`src/rtl/spi_slave_fsm_if.sv`:
```
// ---------------------------------------------------------------------------
// spi_slave_fsm_if
//
// Purpose:
//   Bundles the control-side signals that pass between the SPI front end /
//   shift register and the sequencing FSM.
//
// Signals:
//   csN          conditioned chip select, active low          (to FSM)
//   sclkPosEdge  one-clk strobe per SCLK rising edge          (to FSM)
//   sclkNegEdge  one-clk strobe per SCLK falling edge         (to FSM)
//   rwBit        MSB of the shift register, 1 = read          (to FSM)
//   addrWe       pulse: latch shift register as address       (from FSM)
//   dmWe         pulse: write shift register to data memory   (from FSM)
//   srLoad       pulse: parallel-load the shift register      (from FSM)
//   misoBufe     level: enable the MISO output buffer         (from FSM)
//   frameErr     sticky aborted-frame flag                    (from FSM,
//                only present when SPI_FSM_FRAME_ERR_EN is defined)
//
// Modports:
//   master  the datapath / testbench side (drives csN, strobes, rwBit)
//   slave   the FSM side (drives the control pulses)
// ---------------------------------------------------------------------------
interface spi_slave_fsm_if;
    logic csN;
    logic sclkPosEdge;
    logic sclkNegEdge;
    logic rwBit;
    logic addrWe;
    logic dmWe;
    logic srLoad;
    logic misoBufe;
`ifdef SPI_FSM_FRAME_ERR_EN
    logic frameErr;

    modport master (
        output csN, sclkPosEdge, sclkNegEdge, rwBit,
        input  addrWe, dmWe, srLoad, misoBufe, frameErr
    );

    modport slave (
        input  csN, sclkPosEdge, sclkNegEdge, rwBit,
        output addrWe, dmWe, srLoad, misoBufe, frameErr
    );
`else
    modport master (
        output csN, sclkPosEdge, sclkNegEdge, rwBit,
        input  addrWe, dmWe, srLoad, misoBufe
    );

    modport slave (
        input  csN, sclkPosEdge, sclkNegEdge, rwBit,
        output addrWe, dmWe, srLoad, misoBufe
    );
`endif
endinterface

```
`src/rtl/spi_slave_fsm.sv`:
```
// ---------------------------------------------------------------------------
// spi_slave_fsm
//
// Purpose:
//   Sequencing controller for the SPI slave datapath. Counts SCLK edge
//   strobes while chip select is low and issues the control pulses that let
//   a single shift register serve an address phase followed by either a read
//   phase (parallel load, then shift out on MISO) or a write phase (shift in,
//   then store to data memory).
//
// Parameters:
//   width   bits per phase, equal to the shift register width
//
// Ports:
//   clk     system clock, all logic on the rising edge
//   resetN  asynchronous active-low reset
//   bus     spi_slave_fsm_if.slave: csN, sclkPosEdge, sclkNegEdge, rwBit in;
//           addrWe, dmWe, srLoad, misoBufe (and optionally frameErr) out
//
// Configuration:
//   SPI_FSM_FRAME_ERR_EN  when defined, adds bus.frameErr, a sticky flag set
//                         when chip select rises in the middle of a counting
//                         phase and cleared when the next frame starts.
// ---------------------------------------------------------------------------
module spi_slave_fsm #(
    parameter int width = 8
) (
    input  logic           clk,
    input  logic           resetN,
    spi_slave_fsm_if.slave bus
);

    localparam int CNT_W = $clog2(width + 1);
    localparam logic [CNT_W-1:0] CNT_FULL = CNT_W'(width);
    localparam logic [CNT_W-1:0] CNT_ONE  = CNT_W'(1);

    typedef enum logic [2:0] {
        IDLE,
        GET_ADDR,
        GOT_ADDR,
        READ_LOAD,
        READ_SHIFT,
        WRITE_RECV,
        WRITE_STORE,
        DONE
    } state_t;

    state_t           state_q, state_d;
    logic [CNT_W-1:0] count_q, count_d;
    logic [CNT_W-1:0] count_inc;
    logic             count_strobe;

    logic addr_we_q,   addr_we_d;
    logic dm_we_q,     dm_we_d;
    logic sr_load_q,   sr_load_d;
    logic miso_bufe_q, miso_bufe_d;

    // Saturating increment; the counter never wraps past width.
    assign count_inc = (count_q == CNT_FULL) ? count_q : (count_q + CNT_ONE);

    // Next-state and counter logic. A phase completes in the same clk that
    // the width-th counted strobe arrives, so the owning pulse state is
    // entered on the very next clk. A chip-select rise outside IDLE wins
    // over everything else and suppresses any pulse that would have issued.
    always_comb begin
        state_d      = state_q;
        count_strobe = 1'b0;

        case (state_q)
            IDLE: begin
                if (!bus.csN) begin
                    state_d = GET_ADDR;
                end
            end
            GET_ADDR: begin
                count_strobe = bus.sclkPosEdge;
                if (count_strobe && (count_inc == CNT_FULL)) begin
                    state_d = GOT_ADDR;
                end
            end
            GOT_ADDR: begin
                state_d = bus.rwBit ? READ_LOAD : WRITE_RECV;
            end
            READ_LOAD: begin
                state_d = READ_SHIFT;
            end
            READ_SHIFT: begin
                count_strobe = bus.sclkNegEdge;
                if (count_strobe && (count_inc == CNT_FULL)) begin
                    state_d = DONE;
                end
            end
            WRITE_RECV: begin
                count_strobe = bus.sclkPosEdge;
                if (count_strobe && (count_inc == CNT_FULL)) begin
                    state_d = WRITE_STORE;
                end
            end
            WRITE_STORE: begin
                state_d = DONE;
            end
            DONE: begin
                state_d = DONE;
            end
            default: begin
                state_d = IDLE;
            end
        endcase

        if ((state_q != IDLE) && bus.csN) begin
            state_d = IDLE;
        end

        // The counter restarts from zero on every state entry.
        if (state_d != state_q) begin
            count_d = '0;
        end else if (count_strobe) begin
            count_d = count_inc;
        end else begin
            count_d = count_q;
        end
    end

    // Outputs are decoded from the next state and registered, so each one is
    // high for exactly the clk cycles spent in its owning state.
    always_comb begin
        addr_we_d   = (state_d == GOT_ADDR);
        dm_we_d     = (state_d == WRITE_STORE);
        sr_load_d   = (state_d == READ_LOAD);
        miso_bufe_d = (state_d == READ_SHIFT);
    end

    always_ff @(posedge clk or negedge resetN) begin
        if (!resetN) begin
            state_q     <= IDLE;
            count_q     <= '0;
            addr_we_q   <= 1'b0;
            dm_we_q     <= 1'b0;
            sr_load_q   <= 1'b0;
            miso_bufe_q <= 1'b0;
        end else begin
            state_q     <= state_d;
            count_q     <= count_d;
            addr_we_q   <= addr_we_d;
            dm_we_q     <= dm_we_d;
            sr_load_q   <= sr_load_d;
            miso_bufe_q <= miso_bufe_d;
        end
    end

    assign bus.addrWe   = addr_we_q;
    assign bus.dmWe     = dm_we_q;
    assign bus.srLoad   = sr_load_q;
    assign bus.misoBufe = miso_bufe_q;

`ifdef SPI_FSM_FRAME_ERR_EN
    logic frame_err_q, frame_err_d;

    // Sticky aborted-frame flag. Starting a new frame (csN low in IDLE)
    // clears it; a csN rise part-way through a counting phase sets it.
    always_comb begin
        frame_err_d = frame_err_q;
        if ((state_q == IDLE) && !bus.csN) begin
            frame_err_d = 1'b0;
        end else if (bus.csN &&
                     ((state_q == GET_ADDR) ||
                      (state_q == WRITE_RECV) ||
                      (state_q == READ_SHIFT))) begin
            frame_err_d = 1'b1;
        end
    end

    always_ff @(posedge clk or negedge resetN) begin
        if (!resetN) begin
            frame_err_q <= 1'b0;
        end else begin
            frame_err_q <= frame_err_d;
        end
    end

    assign bus.frameErr = frame_err_q;
`endif

endmodule

```
`src/flat_wrapper.sv`:
```
// flat-port wrapper written by rule: the top's interface ports become plain ports
module spi_slave_fsm_flat 
#(
    parameter int width = 8
)
  (clk, resetN, bus_csN, bus_sclkPosEdge, bus_sclkNegEdge, bus_rwBit, bus_addrWe, bus_dmWe, bus_srLoad, bus_misoBufe);
  spi_slave_fsm_if bus_i ();
  input  logic clk;
  input  logic resetN;
  input wire logic [$bits(bus_i.csN)-1:0] bus_csN;
  input wire logic [$bits(bus_i.sclkPosEdge)-1:0] bus_sclkPosEdge;
  input wire logic [$bits(bus_i.sclkNegEdge)-1:0] bus_sclkNegEdge;
  input wire logic [$bits(bus_i.rwBit)-1:0] bus_rwBit;
  output wire logic [$bits(bus_i.addrWe)-1:0] bus_addrWe;
  output wire logic [$bits(bus_i.dmWe)-1:0] bus_dmWe;
  output wire logic [$bits(bus_i.srLoad)-1:0] bus_srLoad;
  output wire logic [$bits(bus_i.misoBufe)-1:0] bus_misoBufe;
  assign bus_i.csN = bus_csN;
  assign bus_i.sclkPosEdge = bus_sclkPosEdge;
  assign bus_i.sclkNegEdge = bus_sclkNegEdge;
  assign bus_i.rwBit = bus_rwBit;
  assign bus_addrWe = bus_i.addrWe;
  assign bus_dmWe = bus_i.dmWe;
  assign bus_srLoad = bus_i.srLoad;
  assign bus_misoBufe = bus_i.misoBufe;
  spi_slave_fsm #(.width(width)) u_core (.clk(clk), .resetN(resetN), .bus(bus_i));
endmodule
```
`config.mk`:
```
export PLATFORM = sky130hd
export DESIGN_NAME = spi_slave_fsm_flat
export DESIGN_NICKNAME = d
export VERILOG_FILES = /design/src/rtl/spi_slave_fsm_if.sv /design/src/rtl/spi_slave_fsm.sv /design/src/flat_wrapper.sv
export SDC_FILE = /design/constraint.sdc
export NUM_CORES = 1
export LEC_CHECK = 0
export ABC_AREA = 0
export CAP_MARGIN = 0
export CORE_AREA = 2 2 46 48
export DETAILED_ROUTE_END_ITERATION = 8
export DIE_AREA = 0 0 48 50
export GPL_TIMING_DRIVEN = 0
export HOLD_SLACK_MARGIN = 0.15
export SYNTH_ARGS = -nofsm -noshare
export SYNTH_HDL_FRONTEND = slang
export SYNTH_SLANG_ARGS = --single-unit
```
`constraint.sdc`:
```
create_clock -name clk -period 2.1 [get_ports clk]
set_input_delay 0.42 -clock clk [delete_from_list [all_inputs] [get_ports clk]]
set_output_delay 0.42 -clock clk [all_outputs]
set_load 0.02 [all_outputs]
```
==> results of run 1 <==
[final timing paths]
| check | start | to | slack (ns) | cells after the start |
|---|---|---|---|---|
| max | u_core.count_q[0] | u_core.bus.srLoad | 0.04 | 7 |
| min | resetN | u_core.state_q[1] | 0.47 | 1 |
| max reg2reg | u_core.count_q[0] | u_core.bus.srLoad | 0.04 | 7 |
| min reg2reg | u_core.count_q[1] | u_core.count_q[1] | 0.58 | 2 |
| max in group asynchronous | resetN | u_core.count_q[0] | 1.27 | 1 |
| min in group clk | u_core.count_q[1] | u_core.count_q[1] | 0.58 | 2 |
[registers in the layout, summed over array words and instances, names as in the netlist]
| name | flops |
|---|---|
| u_core.count_q | 4 |
| u_core.state_q | 3 |
| u_core.bus.addrWe | 1 |
| u_core.bus.dmWe | 1 |
| u_core.bus.misoBufe | 1 |
| u_core.bus.srLoad | 1 |
[per-stage QoR]
| step | total power [uW] | instances | cell area (um2) |
|---|---|---|---|
| CTS | 464 | 116 | 947 |
| detailed placement | 294 | 110 | 846 |
| finish | 469 | 117 | 961 |
| global placement | 292 | 110 | 846 |
| global route | 497 | 117 | 961 |
| floorplan | 269 | 74 | 722 |
[cell type report]
class	instances	area share (%)
plain buffers	4	2.34
clock buffers	3	2.34
multi-input cells	56	49.0
well taps	27	3.52
flip-flops and latches	11	28.8
repair buffers	12	12.1
inverters	3	1.43
clock inverters	1	0.521
[power groups by stage]
stage | sequential, uW | combinational (uW) | clock [uW]
after floorplan | 226 | 43.6 | 0
after global placement | 227 | 64.7 | 0
after detailed placement | 228 | 66.2 | 0
after CTS | 221 | 92.7 | 151
after global routing | 223 | 110 | 165
final | 222 | 100 | 146
[logic make-up after synthesis]
family                     synth area share [%]
DFF                                        38.1
xor gates and xnor gates                   3.64
muxes                                      1.39
adders and majority gates                  3.47
and+or+nand+nor                            26.7
buffers and inverters                      4.68
AOI/OAI and AO/OA                          22.0
[what timing repair did]
item,in CTS,in global routing
pin swaps,4,3
setup buffers,2,1
setup endpoints to repair,9,8
resized for setup,11,3
[per-layer routing]
| metal | track usage [%] | vias up | routed length (um) |
|---|---|---|---|
| li1 | - | 300 | - |
| met1 | 20.1 | 292 | 675 |
| met2 | 24.0 | 11 | 752 |
| met3 | 7.69 | 2 | 64 |
| met4 | 4.50 | 0 | 12 |
| met5 | 0 | - | 0 |
[worst max-delay path, cell delays in order (launching register included)]
cell,delay [ns]
dfrtp_2,0.43
inv_4,0.07
ha_4,0.21
or4b_4,0.53
o22ai_4,0.18
nor2_4,0.09
o21a_4,0.23
nor4b_2,0.23
==> impl_metrics.env, run 1 <==
export IMPL_cp_start_kind="flop"
export IMPL_synth_enable_flop_cells=0
export IMPL_async_flop_share_pct=100
export IMPL_ys_seq_elements=11
export IMPL_start_util_pct=38.0
export IMPL_clk_pin_slew_ns=0.08
export IMPL_grt_pass1_wl_mm=2.66
export IMPL_die_h_um=50
export IMPL_netlist_area_um2=722
export IMPL_die_x_um=48
export IMPL_numCtsBuffers=3
export IMPL_diodes=0
export IMPL_place_gp_congestion=0.801
export IMPL_synth_common_cells="11 x dfrtp_1, 11 x nor2_1"
export IMPL_post_dp_hpwl_mm=1.07
export IMPL_yosysTopAreaCell="dfrtp_1"
export IMPL_grt_max_degree=12
export IMPL_synth_area_leaders="dfrtp_1 38%, nor2_1 5.7%, xnor2_1 3.6%"
export IMPL_synth_nets=82
export IMPL_clkPwrFrac_pct=31.2
export IMPL_min_path_type="in2async"
export IMPL_tns_ns=0
export IMPL_hold_buffers=0
export IMPL_cap_violations=0
export IMPL_critPathArrivalTime_ns=2.24
export IMPL_crit_path_max_fanout=5
export IMPL_outcome="finished, final reports clean"
export IMPL_clkLatencyLatePin_ns=0.27
export IMPL_grt_usage_pct=16.0
export IMPL_clock_root_buffer="clkbuf_4"
export IMPL_cp_end_kind="flop"
export IMPL_first_global_vias=605
export IMPL_antenna_found_initial=0
export IMPL_combPwrFrac_pct=21.4
export IMPL_drt_wirelength_per_cell_um=12.9
export IMPL_ant_nets=0
export IMPL_layout_common_cells="11 x nor2_1, 10 x dfrtp_1, 9 x clkdlybuf4s50_1"
export IMPL_grt_setup_unrepaired="yes"
export IMPL_synthCells=74
export IMPL_route_detailed_drc=0
export IMPL_multiInputGateArea_um2=470
export IMPL_crit_required_ns=2.29
export IMPL_area_growth_pct=33.1
export IMPL_timing_hold_ws_ns=0.473
export IMPL_powerDensity_mw_per_mm2=488
export IMPL_synth_top_area_share_pct=38.1
export IMPL_drive_above_1_share_pct=31.1
export IMPL_synth_yosys_seq_area_share_pct=38.1
export IMPL_clock_sinks=11
export IMPL_setup_viol=0
export IMPL_wl_mm=1.51
export IMPL_cts_path_max_buffers=2
export IMPL_ir_drop_uv=408
export IMPL_coreArea_mm2=0.00190
export IMPL_fin_crit_sh_pct=98.0
export IMPL_internal_power_uw=339
export IMPL_seq_power_share_pct=47.3
export IMPL_port_buffers=9
export IMPL_synthFlopType="dfrtp_1"
export IMPL_timing_final_ws_setup_ns=0.0426
export IMPL_yosysWarnings=0
export IMPL_fillers=174
export IMPL_io_pins=10
export IMPL_finalHoldViolations=0
export IMPL_rows=16
export IMPL_fin_util_pct=50.5
export IMPL_sw_frac_of_total_pct=27.7
export IMPL_dieArea_mm2=0.00240
export IMPL_relSlewSlack_pct=65.0
export IMPL_drtPass1Iterations=4
export IMPL_layout_commonest_cell="nor2_1"
export IMPL_vias=605
export IMPL_via_per_inst=5.17
export IMPL_drv_slew=0
export IMPL_drt_initial_drc_count=8
export IMPL_finalClockSkew_ns=0.00445
export IMPL_max_freq_ghz=0.486
export IMPL_nets=99
export IMPL_regArea_um2=277
export IMPL_cts_max_level=1
export IMPL_grt_ovfl_total=0
export IMPL_p_leak_uw=0.000392
export IMPL_cts_tree="yes"
export IMPL_syn_area_per_cell_um2=9.76
export IMPL_worst_pin_slew_ns=0.520
export IMPL_fin_crit_ns=2.06
export IMPL_p_switching_uw=130
export IMPL_synth_cell_type_count=39
export IMPL_worstSetupPathType="reg2reg"
export IMPL_post_place_ws_ns=-0.214
(Power assumes the default switching activity.)
==> run 2: changes to the inputs <==
- RECOVER_POWER: default -> 100
==> run 2 against run 1 <==
Total power is 0.16% lower. Register-to-register slack about the same. Critical path type unchanged. Critical endpoint unchanged. Clock power about the same. Flip-flop and latch count unchanged.
==> impl_metrics.env, run 2 (same netlist as run 1, synthesis figures left out) <==
export IMPL_outcome="finished, final reports clean"
export IMPL_numCtsBuffers=3
export IMPL_critPathTopFamily="simple AND/OR/NAND/NOR gates"
export IMPL_stdcell_area_um2=961
export IMPL_cts_max_level=1
export IMPL_combPwrFrac_pct=21.3
export IMPL_setup_viol=0
export IMPL_placed_cell_area_um2=846
export IMPL_start_util_pct=38.0
export IMPL_drtPass1Iterations=4
export IMPL_crit_path_max_fanout=5
export IMPL_layout_commonest_cell="nor2_1"
export IMPL_reg_largest_list="u_core.count_q: 4 flops, u_core.state_q: 3 flops"
export IMPL_drive_above_1_share_pct=31.1
export IMPL_powerDensity_mw_per_mm2=487
export IMPL_finalHoldViolations=0
export IMPL_min_path_type="in2async"
export IMPL_critPathArrivalTime_ns=2.24
export IMPL_post_dp_hpwl_mm=1.07
export IMPL_top_register="u_core.count_q"
export IMPL_p_switching_uw=130
export IMPL_drt_initial_drc_count=8
export IMPL_clock_sinks=11
export IMPL_cpPeakStageDelay_ns=0.53
export IMPL_clk_pin_slew_ns=0.08
export IMPL_seq_power_share_pct=47.4
export IMPL_cp_start_kind="flop"
export IMPL_cap_violations=0
export IMPL_clkPwrFrac_pct=31.3
export IMPL_worstSetupPathType="reg2reg"
export IMPL_wl_mm=1.50
export IMPL_ant_nets=0
export IMPL_die_x_um=48
export IMPL_antenna_found_initial=0
export IMPL_timing_hold_ws_ns=0.543
export IMPL_fin_crit_sh_pct=98.0
export IMPL_io_pins=10
export IMPL_clkLatencyLatePin_ns=0.27
export IMPL_crit_required_ns=2.29
export IMPL_route_detailed_drc=0
export IMPL_layout_common_cells="11 x nor2_1, 10 x dfrtp_1, 6 x dlygate4sd3_1"
export IMPL_area_growth_pct=33.1
export IMPL_sw_frac_of_total_pct=27.7
export IMPL_port_buffers=9
export IMPL_relSlewSlack_pct=65.0
export IMPL_rows=16
export IMPL_grt_ovfl_total=0
export IMPL_largest_reg_flops=4
export IMPL_dieArea_mm2=0.00240
export IMPL_p_leak_uw=0.000407
export IMPL_fin_crit_ns=2.06
export IMPL_finalClockSkew_ns=0.00445
export IMPL_die_h_um=50
export IMPL_max_freq_ghz=0.486
export IMPL_critPathSlowestCell="or4b_4"
export IMPL_cts_path_max_buffers=2
export IMPL_cp_end_kind="flop"
export IMPL_grt_usage_pct=16.0
export IMPL_nets=99
export IMPL_internal_power_uw=338
export IMPL_clock_root_buffer="clkbuf_4"
export IMPL_ir_drop_uv=408
export IMPL_coreArea_mm2=0.00190
export IMPL_cts_tree="yes"
export IMPL_place_gp_congestion=0.801
export IMPL_grt_pass1_wl_mm=2.66
export IMPL_vias=605
export IMPL_drv_slew=0
export IMPL_worst_pin_slew_ns=0.520
export IMPL_via_per_inst=5.17
export IMPL_grt_max_degree=12
export IMPL_drt_wirelength_per_cell_um=12.9
export IMPL_path_cells="inv_4 -> ha_4 -> or4b_4 -> o22ai_4 -> nor2_4 -> o21a_4 -> nor4b_2"
export IMPL_path_buf_inv=1
export IMPL_first_global_vias=605
export IMPL_diodes=0
export IMPL_fillers=174
export IMPL_grt_setup_unrepaired="yes"
[run 2: cell types whose count changed in the layout (fill, tap and decap cells not counted), sizes merged]
cell,change
clkdlybuf4s50,-6
dlygate4sd3,+6
[run 2: final timing paths]
path | depth (start not counted) | slack, ns | from | end
setup / recovery | 7 | 0.04 | u_core.count_q[0] | u_core.bus.srLoad
hold / removal | 1 | 0.54 | resetN | u_core.state_q[1]
setup reg to reg | 7 | 0.04 | u_core.count_q[0] | u_core.bus.srLoad
hold reg to reg | 2 | 0.58 | u_core.count_q[1] | u_core.count_q[1]
max in group asynchronous | 1 | 1.20 | resetN | u_core.count_q[0]
min in group clk | 2 | 0.58 | u_core.count_q[1] | u_core.count_q[1]
[run 2: area by class of cell]
cell class	count	area, um2	share of cell area, %
Clock inverter	1	5.00	0.521
Sequential cell	11	277	28.8
Clock buffer	3	22.5	2.34
Inverter	3	13.8	1.43
Buffer	4	22.5	2.34
Timing Repair Buffer	12	116	12.1
Multi-Input combinational cell	56	470	49.0
Tap cell	27	33.8	3.52
[run 2: power by group through the flow]
stage | combinational [uW] | clock (uW) | sequential [uW]
after floorplan | 43.6 | 0 | 226
after global placement | 64.7 | 0 | 227
after detailed placement | 66.2 | 0 | 228
after CTS | 92.7 | 151 | 221
after global routing | 109 | 165 | 223
final | 99.7 | 146 | 222
[run 2: what timing repair did]
| item | CTS | global route |
|---|---|---|
| pin swaps | 4 | 3 |
| hold buffers | 0 | 0 |
| buffers inserted | 2 | 1 |
| setup endpoints to repair | 9 | 8 |
| resized for setup | 11 | 3 |
[run 2: stage by stage]
step	std cells	power (uW)	setup TNS (ns)	utilization, %	worst slack, ns
finish	117	468	0	50.5	0.0426
global route	117	496	-0.167	50.5	-0.0683
CTS	116	464	0	49.8	0.00194
detailed placement	110	294	-1.35	44.5	-0.214
global placement	110	292	-1.18	44.5	-0.190
floorplan	74	269	0	-	0.0431
[run 2: worst register-to-register path: stages (launching register included)]
cell,delay (ns)
dfrtp_2,0.43
inv_4,0.07
ha_4,0.21
or4b_4,0.53
o22ai_4,0.18
nor2_4,0.09
o21a_4,0.23
nor4b_2,0.23
[run 2: layer usage]
layer / share of wire, % / GRT usage (%)
met4: 0.80 / 4.50
met1: 45 / 20.1
met2: 50 / 24.0
met5: 0 / 0
met3: 4.3 / 7.69
==> run 3: changes to the inputs <==
- TNS_END_PERCENT: default -> 5
==> run 3 against run 2 <==
Global-route usage unchanged. Critical path depth unchanged. Combinational power about the same. Core utilization unchanged. Worst setup slack unchanged. Register-to-register slack about the same. Sequential share of layout area unchanged.
==> impl_metrics.env, run 3 (same netlist as run 1, synthesis figures left out) <==
export IMPL_outcome="finished, final reports clean"
export IMPL_cts_tree="yes"
export IMPL_internal_power_uw=338
export IMPL_p_switching_uw=130
export IMPL_start_util_pct=38.0
export IMPL_min_path_type="in2async"
export IMPL_cts_max_level=1
export IMPL_layout_commonest_cell="nor2_1"
export IMPL_clkPwrFrac_pct=31.3
export IMPL_via_per_inst=5.17
export IMPL_p_leak_uw=0.000407
export IMPL_die_x_um=48
export IMPL_port_buffers=9
export IMPL_powerDensity_mw_per_mm2=487
export IMPL_grtUsageMet1_pct=20.1
export IMPL_rr_worst_depth=7
export IMPL_reg2reg_setup_slack_ns=0.04
export IMPL_max_freq_ghz=0.486
export IMPL_numCtsBuffers=3
export IMPL_critPathArrivalTime_ns=2.24
export IMPL_diodes=0
export IMPL_grt_busiest_layer="met2"
export IMPL_r2r_end="u_core.bus.srLoad"
export IMPL_ir_drop_uv=408
export IMPL_report_power_total_uw=468
export IMPL_area_growth_pct=33.1
export IMPL_wl_mm=1.50
export IMPL_grt_pass1_wl_mm=2.66
export IMPL_place_gp_congestion=0.801
export IMPL_vias=605
export IMPL_hold_buffers=0
export IMPL_cp_end_kind="flop"
export IMPL_die_h_um=50
export IMPL_cap_violations=0
export IMPL_clock_root_buffer="clkbuf_4"
export IMPL_tns_ns=0
export IMPL_crit_path_max_fanout=5
export IMPL_route_detailed_drc=0
export IMPL_grt_ovfl_total=0
export IMPL_relSlewSlack_pct=65.0
export IMPL_critPathSlowestCell="or4b_4"
export IMPL_antenna_found_initial=0
export IMPL_cts_path_max_buffers=2
export IMPL_finalHoldViolations=0
export IMPL_combPwrFrac_pct=21.3
export IMPL_cpPeakStageDelay_ns=0.53
export IMPL_reg_largest_list="u_core.count_q: 4 flops, u_core.state_q: 3 flops"
export IMPL_ant_nets=0
export IMPL_path_buf_inv=1
export IMPL_worstSetupPathType="reg2reg"
export IMPL_drive_above_1_share_pct=31.1
export IMPL_clock_sinks=11
export IMPL_grt_usage_pct=16.0
export IMPL_dieArea_mm2=0.00240
export IMPL_top_register="u_core.count_q"
export IMPL_grt_use_met3_pct=7.69
export IMPL_fin_crit_ns=2.06
export IMPL_grt_max_degree=12
export IMPL_first_global_vias=605
export IMPL_post_dp_hpwl_mm=1.07
export IMPL_fin_crit_sh_pct=98.0
export IMPL_crit_required_ns=2.29
export IMPL_finalClockSkew_ns=0.00445
export IMPL_drv_slew=0
export IMPL_worst_pin_slew_ns=0.520
export IMPL_rows=16
export IMPL_rr_startpoint="u_core.count_q[0]"
export IMPL_coreArea_mm2=0.00190
export IMPL_drt_initial_drc_count=8
export IMPL_io_pins=10
export IMPL_sw_frac_of_total_pct=27.7
export IMPL_path_cells="inv_4 -> ha_4 -> or4b_4 -> o22ai_4 -> nor2_4 -> o21a_4 -> nor4b_2"
export IMPL_use_met2_pct=24.0
export IMPL_layout_common_cells="11 x nor2_1, 10 x dfrtp_1, 6 x dlygate4sd3_1"
export IMPL_drtPass1Iterations=4
export IMPL_seq_power_share_pct=47.4
export IMPL_cp_startpoint="u_core.count_q[0]"
export IMPL_largest_reg_flops=4
export IMPL_critPathTopFamily="simple AND/OR/NAND/NOR gates"
export IMPL_drt_wirelength_per_cell_um=12.9
export IMPL_cp_start_kind="flop"
export IMPL_clk_pin_slew_ns=0.08
export IMPL_clkLatencyLatePin_ns=0.27
export IMPL_setup_viol=0
export IMPL_nets=99
export IMPL_grt_setup_unrepaired="yes"
-- run 3: cell counts in the layout (fill, tap and decap cells not counted) --
Identical to the previous run, type by type.
-- run 3: timing repair --
item	4_1_cts	5_1_grt
gates resized for setup	11	3
pin swaps	4	3
buffers inserted	2	1
endpoints found under the setup margin	9	8
hold endpoints to repair	0	0
-- run 3: worst max-delay path by stage --
stage / endpoint / slack, ns / depth (start not counted)
5_1_grt: u_core.bus.addrWe / -0.07 / 7
4_1_cts: u_core.bus.addrWe / 0.002 / 7
2_1_floorplan: u_core.bus.srLoad / 0.04 / 7
3_5_place_dp: u_core.count_q[1] / -0.21 / 7
3_3_place_gp: u_core.count_q[1] / -0.19 / 7
6_report: u_core.bus.srLoad / 0.04 / 7
-- run 3: cell type report --
type | count | area (um2)
plain buffers | 4 | 22.5
clock buffers | 3 | 22.5
clock inverters | 1 | 5.00
fillers | 174 | 941
inverters | 3 | 13.8
multi-input cells | 56 | 470
flip-flops and latches | 11 | 277
well taps | 27 | 33.8
repair buffers | 12 | 116
-- run 3: routing by layer --
layer / routed length, um / vias up
li1: - / 300
met1: 675 / 292
met2: 752 / 11
met3: 64 / 2
met4: 12 / 0
met5: 0 / -
-- run 3: worst reg2reg max path: stages, from the launching register on --
cell and delay [ns]:
dfrtp_2 0.43, inv_4 0.07, ha_4 0.21, or4b_4 0.53
o22ai_4 0.18, nor2_4 0.09, o21a_4 0.23, nor4b_2 0.23
-- run 3: metrics by stage --
step | area, um2 | hold slack (ns) | instances | util [%] | setup WS (ns)
finish | 961 | 0.543 | 117 | 50.5 | 0.0426
global route | 961 | 0.585 | 117 | 50.5 | -0.0683
CTS | 947 | 0.484 | 116 | 49.8 | 0.00194
detailed placement | 846 | 0.578 | 110 | 44.5 | -0.214
global placement | 846 | 0.584 | 110 | 44.5 | -0.190
floorplan | 722 | 0.124 | 74 | - | 0.0431
-- run 3: power groups by stage --
stage / Combinational [uW] / Sequential (uW) / Clock (uW)
global route: 109 / 223 / 165
finish: 99.7 / 222 / 146
CTS: 92.7 / 221 / 151
detailed placement: 66.2 / 228 / 0
global placement: 64.7 / 227 / 0
floorplan: 43.6 / 226 / 0
